## src/rtl/cpu_ctrl_pkg.sv

```systemverilog
// Shared opcode numbering, sequencer state encoding and opcode classes for the hardwired control unit.
package cpu_ctrl_pkg;

    localparam int OP_ADD  = 0;
    localparam int OP_SUB  = 1;
    localparam int OP_AND  = 2;
    localparam int OP_OR   = 3;
    localparam int OP_SHR  = 4;
    localparam int OP_SHL  = 5;
    localparam int OP_ROR  = 6;
    localparam int OP_ROL  = 7;
    localparam int OP_ADDI = 8;
    localparam int OP_ANDI = 9;
    localparam int OP_ORI  = 10;
    localparam int OP_LD   = 11;
    localparam int OP_ST   = 12;
    localparam int OP_MUL  = 13;
    localparam int OP_DIV  = 14;
    localparam int OP_JR   = 15;
    localparam int OP_JAL  = 16;
    localparam int OP_NOP  = 17;
    localparam int OP_HALT = 18;

    // Encoding doubles as the debug step index.
    typedef enum logic [3:0] {
        S_T0      = 4'd0,
        S_T1      = 4'd1,
        S_T2      = 4'd2,
        S_T3      = 4'd3,
        S_T4      = 4'd4,
        S_T5      = 4'd5,
        S_T6      = 4'd6,
        S_T7      = 4'd7,
        S_STOPPED = 4'd14,
        S_HALT    = 4'd15
    } state_t;

    typedef enum logic [3:0] {
        ALU_R, ALU_I, LD, ST, MULDIV, JR, JAL, NOP, HALT, ILL
    } op_class_t;

endpackage

```

## src/rtl/control_sequencer_op_classify.sv

```systemverilog
// Combinational opcode decoder: instruction class plus the ALU operation an immediate form maps onto.
module op_classify
    import cpu_ctrl_pkg::*;
#(
    parameter int OPCODE_W = 5
) (
    input  logic [OPCODE_W-1:0] op,
    output op_class_t           cls,
    output logic [OPCODE_W-1:0] base_op
);

    always_comb begin
        cls     = ILL;
        base_op = op;
        case (int'(op))
            OP_ADD, OP_SUB, OP_AND, OP_OR,
            OP_SHR, OP_SHL, OP_ROR, OP_ROL: cls = ALU_R;
            OP_ADDI: begin cls = ALU_I; base_op = OPCODE_W'(OP_ADD); end
            OP_ANDI: begin cls = ALU_I; base_op = OPCODE_W'(OP_AND); end
            OP_ORI:  begin cls = ALU_I; base_op = OPCODE_W'(OP_OR);  end
            OP_LD:            cls = LD;
            OP_ST:            cls = ST;
            OP_MUL, OP_DIV:   cls = MULDIV;
            OP_JR:            cls = JR;
            OP_JAL:           cls = JAL;
            OP_NOP:           cls = NOP;
            OP_HALT:          cls = HALT;
            default:          cls = ILL;
        endcase
    end

endmodule

```

## src/rtl/control_sequencer.sv

```systemverilog
// Hardwired T-step control sequencer: fetch, decode, then per-class execute strobes for the datapath.
// Memory steps stall on mem_ready or a fixed latency; stop pauses at instruction boundaries, HALT until clear.
module control_sequencer
    import cpu_ctrl_pkg::*;
#(
    parameter int OPCODE_W      = 5,
    parameter int MEM_HANDSHAKE = 1,
    parameter int MEM_LATENCY   = 1
) (
    input  logic                clock,
    input  logic                clear,
    input  logic [OPCODE_W-1:0] ir_opcode,
    input  logic                mem_ready,
    input  logic                stop,
    output logic                PCout,
    output logic                MARin,
    output logic                IncPC,
    output logic                Zin,
    output logic                Zlowout,
    output logic                Zhighout,
    output logic                PCin,
    output logic                Read,
    output logic                Write,
    output logic                MDRin,
    output logic                MDRout,
    output logic                IRin,
    output logic                Yin,
    output logic                Gra,
    output logic                Grb,
    output logic                Grc,
    output logic                Rin,
    output logic                Rout,
    output logic                BAout,
    output logic                Cout,
    output logic                HIin,
    output logic                LOin,
    output logic                R8_RAin,
    output logic [OPCODE_W-1:0] opcode,
    output logic                run,
    output logic                illegal,
    output logic [3:0]          step
);

    localparam int CNT_W = (MEM_LATENCY > 1) ? $clog2(MEM_LATENCY) : 1;

    state_t              state, state_nxt, fin_state;
    op_class_t           cls;
    logic [OPCODE_W-1:0] base_op;
    logic [CNT_W-1:0]    cnt;
    logic                armed, mem_done;

    op_classify #(.OPCODE_W(OPCODE_W)) u_classify (
        .op      (ir_opcode),
        .cls     (cls),
        .base_op (base_op)
    );

    // cnt counts cycles spent in the current step; it saturates so a long handshake wait never re-fires first-cycle strobes.
    assign mem_done  = (MEM_HANDSHAKE != 0) ? mem_ready : (cnt == CNT_W'(MEM_LATENCY - 1));
    assign fin_state = stop ? S_STOPPED : S_T0;

    always_comb begin
        state_nxt = state;
        case (state)
            S_T0: state_nxt = S_T1;
            S_T1: if (mem_done) state_nxt = S_T2;
            S_T2: state_nxt = S_T3;
            S_T3: begin
                case (cls)
                    HALT:                            state_nxt = S_HALT;
                    ALU_R, ALU_I, LD, ST, MULDIV, JAL: state_nxt = S_T4;
                    default:                         state_nxt = fin_state;
                endcase
            end
            S_T4: state_nxt = (cls == JAL) ? fin_state : S_T5;
            S_T5: state_nxt = (cls == LD || cls == ST || cls == MULDIV) ? S_T6 : fin_state;
            S_T6: begin
                if (cls == ST || (cls == LD && mem_done)) state_nxt = S_T7;
                else if (cls != LD)                       state_nxt = fin_state;
            end
            S_T7: if (cls != ST || mem_done) state_nxt = fin_state;
            S_STOPPED: if (!stop) state_nxt = S_T0;
            S_HALT:    state_nxt = S_HALT;
            default:   state_nxt = S_T0;
        endcase
    end

    // armed keeps the strobes quiet for the first cycle out of reset before T0 starts driving them.
    always_ff @(posedge clock or negedge clear) begin
        if (!clear) begin
            state   <= S_T0;
            cnt     <= '0;
            armed   <= 1'b0;
            illegal <= 1'b0;
        end else if (!armed) begin
            armed <= 1'b1;
        end else begin
            state <= state_nxt;
            if (state_nxt != state)
                cnt <= '0;
            else if (cnt != {CNT_W{1'b1}})
                cnt <= cnt + CNT_W'(1);
            if (state == S_T3 && cls == ILL)
                illegal <= 1'b1;
        end
    end

    assign run  = (state != S_HALT) && (state != S_STOPPED);
    assign step = state;

    always_comb begin
        {PCout, MARin, IncPC, Zin, Zlowout, Zhighout, PCin, Read, Write, MDRin, MDRout, IRin,
         Yin, Gra, Grb, Grc, Rin, Rout, BAout, Cout, HIin, LOin, R8_RAin} = '0;
        opcode = '0;
        if (armed) begin
            case (state)
                S_T0: begin PCout = 1'b1; MARin = 1'b1; IncPC = 1'b1; Zin = 1'b1; end
                S_T1: begin
                    Read  = 1'b1;
                    MDRin = 1'b1;
                    if (cnt == '0) begin Zlowout = 1'b1; PCin = 1'b1; end
                end
                S_T2: begin MDRout = 1'b1; IRin = 1'b1; end
                S_T3: begin
                    case (cls)
                        ALU_R, ALU_I: begin Grb = 1'b1; Rout = 1'b1; Yin = 1'b1; end
                        LD, ST:       begin Grb = 1'b1; BAout = 1'b1; Yin = 1'b1; end
                        MULDIV:       begin Gra = 1'b1; Rout = 1'b1; Yin = 1'b1; end
                        JR:           begin Gra = 1'b1; Rout = 1'b1; PCin = 1'b1; end
                        JAL:          begin PCout = 1'b1; R8_RAin = 1'b1; end
                        default: ;
                    endcase
                end
                S_T4: begin
                    case (cls)
                        ALU_R:  begin Grc = 1'b1; Rout = 1'b1; Zin = 1'b1; opcode = base_op; end
                        ALU_I:  begin Cout = 1'b1; Zin = 1'b1; opcode = base_op; end
                        LD, ST: begin Cout = 1'b1; Zin = 1'b1; opcode = OPCODE_W'(OP_ADD); end
                        MULDIV: begin Grb = 1'b1; Rout = 1'b1; Zin = 1'b1; opcode = ir_opcode; end
                        JAL:    begin Gra = 1'b1; Rout = 1'b1; PCin = 1'b1; end
                        default: ;
                    endcase
                end
                S_T5: begin
                    case (cls)
                        ALU_R, ALU_I: begin Zlowout = 1'b1; Gra = 1'b1; Rin = 1'b1; end
                        LD, ST:       begin Zlowout = 1'b1; MARin = 1'b1; end
                        MULDIV:       begin Zlowout = 1'b1; LOin = 1'b1; end
                        default: ;
                    endcase
                end
                S_T6: begin
                    case (cls)
                        LD:     begin Read = 1'b1; MDRin = 1'b1; end
                        ST:     begin Gra = 1'b1; Rout = 1'b1; MDRin = 1'b1; end
                        MULDIV: begin Zhighout = 1'b1; HIin = 1'b1; end
                        default: ;
                    endcase
                end
                S_T7: begin
                    if (cls == LD)      begin MDRout = 1'b1; Gra = 1'b1; Rin = 1'b1; end
                    else if (cls == ST) Write = 1'b1;
                end
                default: ;
            endcase
        end
    end

endmodule
```

## config.mk

```make
export PLATFORM = sky130hd
export DESIGN_NAME = control_sequencer
export DESIGN_NICKNAME = d
export VERILOG_FILES = /design/src/rtl/cpu_ctrl_pkg.sv /design/src/rtl/control_sequencer_op_classify.sv /design/src/rtl/control_sequencer.sv
export SDC_FILE = /design/constraint.sdc
export NUM_CORES = 1
export LEC_CHECK = 0
export BUFFER_PORTS_ARGS = -buffer_cell sky130_fd_sc_hd__buf_2
export CAP_MARGIN = 20
export CORE_MARGIN = 2
export CORE_UTILIZATION = 30
export CTS_CLUSTER_DIAMETER = 30
export DETAILED_ROUTE_END_ITERATION = 10
export GPL_ROUTABILITY_DRIVEN = 0
export PLACE_DENSITY_LB_ADDON = 0.15
export SLEW_MARGIN = 20
export SYNTH_ARGS = -nofsm -noshare
export SYNTH_HDL_FRONTEND = slang
export SYNTH_SLANG_ARGS = --single-unit
```

## constraint.sdc

```tcl
create_clock -name clock -period 2.3 [get_ports clock]
set_input_delay 0.115 -clock clock [delete_from_list [all_inputs] [get_ports clock]]
set_output_delay 0.115 -clock clock [all_outputs]
set_load 0.05 [all_outputs]
```

==> metrics.log <==
INFO  metric die_area = 5114 um2
INFO  metric synth.distinct_cells = 62
INFO  metric synth_most_common_cell = nor2_1
INFO  metric routed-via-count = 1705
INFO  metric syn_inst = 206
INFO  metric cap_violations = 0
INFO  metric synth_area = 1368 um2
INFO  metric fp.dieW = 71.52 um
INFO  metric grt_setup_unrepaired = no
INFO  metric simple_gate_fraction_of_synth_area = 0.4483
INFO  metric min_period = 2.150 ns
INFO  metric ys_top_cells_by_area = dfrtp_1 (13%), nor2_1 (7.4%), nand2_1 (5.8%)
INFO  metric final_min_period_over_clock_period = 0.9348
INFO  metric synth.mux.area_fraction = 0.01555
INFO  metric num-nets-final = 254
INFO  metric antenna_left = 0
INFO  metric timing.hold.worst.class = in2async
INFO  metric fp-row-count = 24
INFO  metric routed_wl = 4947 um
INFO  metric clk_latency = 0.23 ns
INFO  metric syn-num-nets = 215
INFO  metric asyncSetResetFlopFracSynth = 1.000
INFO  metric die_y = 71.52 um
INFO  metric drt-initial-drc-count = 165
INFO  metric cts-buffers-inserted = 3
INFO  metric antenna-diode-count = 0
INFO  metric tns = 0 ns
INFO  metric grt_overflow = 0
INFO  metric synth_edf_count = 0
INFO  metric grt_first_pass_wirelength = 8169 um
INFO  metric switching_share = 0.5763
INFO  metric synth.ff_latch_count = 7
INFO  metric wire_per_inst = 16.71 um
INFO  metric final-max-slew-violation-count = 0
INFO  metric detail_route.vias_per_cell = 5.760
INFO  metric capturing_element_type_of_the_critical_path = primary output
INFO  metric clk_pin_slew_worst_setup_hold_paths = 0.04 ns
INFO  metric port_buffers = 41
INFO  metric pwr-share-comb = 0.725
INFO  metric groute.usage.overall = 0.1962
INFO  metric number_of_hold_violations_in_the_final_report = 0
INFO  metric clock_tree_from_tritoncts = built
INFO  metric worst_ep_arrival_time = 2.04 ns
INFO  metric synth_compound_gate_area_share = 0.2946
INFO  metric design.core.area = 4384 um2
INFO  metric max_clock_freq = 465.1 MHz
INFO  metric clock-skew-final = 0.001781 ns
INFO  metric critical_path.startpoint_type = register
INFO  metric yosysTopAreaCell = dfrtp_1
INFO  metric grt_start_max_net_pins = 23
INFO  metric yosys-top-cells-count = nor2_1 (27), nand2_1 (21), a21oi_1 (13)
INFO  metric net-switching-power = 0.8846 mW
INFO  metric hpwl_after_dpl = 3784 um
INFO  metric clock_root_cell = clkbuf_8
INFO  metric synthesis.area_per_instance = 6.639 um2
INFO  metric hold-worst-slack = 0.2473 ns
INFO  metric power.share.clock = 0.115
INFO  metric synth_fa_ha_area_frac = 0
INFO  metric flow.area_growth_from_synthesis = 29.92%
INFO  metric setup_crit_path_kind = reg2out
INFO  metric drc_errors = 0
INFO  metric clock-sinks = 7
INFO  metric worst_ep_required_time = 2.18 ns
INFO  metric pin_count = 43
INFO  metric setup-violations-final = 0
INFO  metric grt_antenna_before_repair = 0
INFO  metric run_status = finished, final reports clean
INFO  metric peakVddDrop = 0.4258 mV
INFO  metric yosys.area_share.xor_xnor = 0.01281
INFO  metric post_route_cells_drive_above_1_share = 0.3402
INFO  metric synthesis.yosys.warnings = 0
INFO  metric drtPass1Iterations = 4
INFO  metric seq_power_share = 0.160
INFO  metric synthFlopType = dfrtp_1
INFO  metric pwr_density = 863.9 nW/um2
INFO  metric critPathMaxFanout = 6
INFO  metric htree_levels = 1
INFO  metric yosysSeqAreaShare = 0.1281
INFO  metric clockBufferDepth = 2
INFO  metric internal_power = 0.6503 mW
INFO  metric yosys.area.top_type_share = 0.1281
INFO  metric synth_top_family_by_area = simple AND/OR/NAND/NOR gates
INFO  metric first_global_vias = 1580
INFO  metric leakage = 0.7575 nW
INFO  metric effective_utilization_at_floorplan = 0.3119
==> power groups by stage <==
stage	clock network [mW]	registers, mW	logic (mW)
6_report	0.177	0.246	1.11
5_1_grt	0.192	0.253	1.21
4_1_cts	0.180	0.243	1.11
3_5_place_dp	0	0.245	1.10
3_3_place_gp	0	0.249	1.11
2_1_floorplan	0	0.325	0.755
==> worst paths after layout <==
path | start | endpoint | slack [ns] | cells past startpoint
worst max-delay path | step[3] | Grb | 0.15 | 7
worst min-delay path | clear | illegal | 0.25 | 2
worst max register to register | step[3] | cnt | 0.40 | 7
worst min register to register | illegal | illegal | 0.46 | 1
max in group asynchronous | clear | step[1] | 1.88 | 2
min in group clock | ir_opcode[4] | illegal | 0.29 | 3
==> stage by stage <==
| stage | utilization | power, mW | worst slack, ns | cells | area [um2] |
|---|---|---|---|---|---|
| CTS | 0.4050 | 1.529 | 0.1296 | 296 | 1775 |
| floorplan | - | 1.080 | -0.3347 | 206 | 1460 |
| global route | 0.4053 | 1.653 | 0.0007887 | 296 | 1777 |
| detailed placement | 0.3924 | 1.346 | 0.3804 | 291 | 1720 |
| finish | 0.4053 | 1.535 | 0.1500 | 296 | 1777 |
| global placement | 0.3924 | 1.358 | 0.3890 | 291 | 1720 |
==> logic make-up (layout without fill, tap and decap cells) <==
kind of cell / count (synthesis) / in the layout
flops: 7 / 7
other cells: 2 / 2
buf+inv: 27 / 65
xor+xnor: 2 / 2
compound gates: 57 / 57
simple gates: 109 / 109
mux: 2 / 2
==> cell type report <==
type                    instances  area (um2)
inverters                       6       22.52
flip-flops and latches          7       176.4
repair buffers                 55       312.8
well taps                      52       65.06
clock buffers                   4       45.04
fillers                       462        2608
multi-input cells             172        1155
==> routing by layer <==
layer | global-route usage | up-vias | wire, um | share of wire
li1 | - | 826 | - | -
met5 | 0 | - | 0 | 0
met2 | 0.3220 | 49 | 2346 | 0.47
met4 | 0.01468 | 0 | 0 | 0
met1 | 0.2842 | 830 | 2355 | 0.48
met3 | 0.02954 | 0 | 244 | 0.049
==> timing repair <==
action                                  4_1_cts  5_1_grt
endpoints found under the setup margin        0        1
hold buffers                                  1        0
gates resized for setup                       0        1
setup buffers                                 0        0
hold endpoints to repair                      7        0
==> registers in the layout, summed over array words and instances, names as in the netlist <==
signal,flops
armed,1
cnt,1
illegal,1
step,4
==> layout by cell type (no fill, tap or decap), types with 3 or more instances in the layout <==
cell type / count
o21ai_0: 7
and4b_1: 4
a32oi_1: 3
dfrtp_1: 6
nand2_1: 21
nand2b_1: 6
nor3_2: 5
or2_2: 3
nor3_1: 4
nor2_1: 23
inv_1: 6
nand3_1: 8
a21oi_1: 12
clkbuf_8: 3
o31ai_1: 3
and2_1: 3
buf_4: 13
nand4_1: 5
or3_1: 3
buf_2: 41
a31oi_1: 3
o31a_1: 3
==> worst max-delay path, stage by stage, from the launching register on <==
cell	delay [ns]
dfrtp_1	0.46
nor4b_4	0.33
nand2_1	0.20
nor2_1	0.20
a21oi_1	0.09
o21a_1	0.21
nor2_4	0.07
buf_2	0.25
Note: power is estimated with default switching activity, not from simulation.
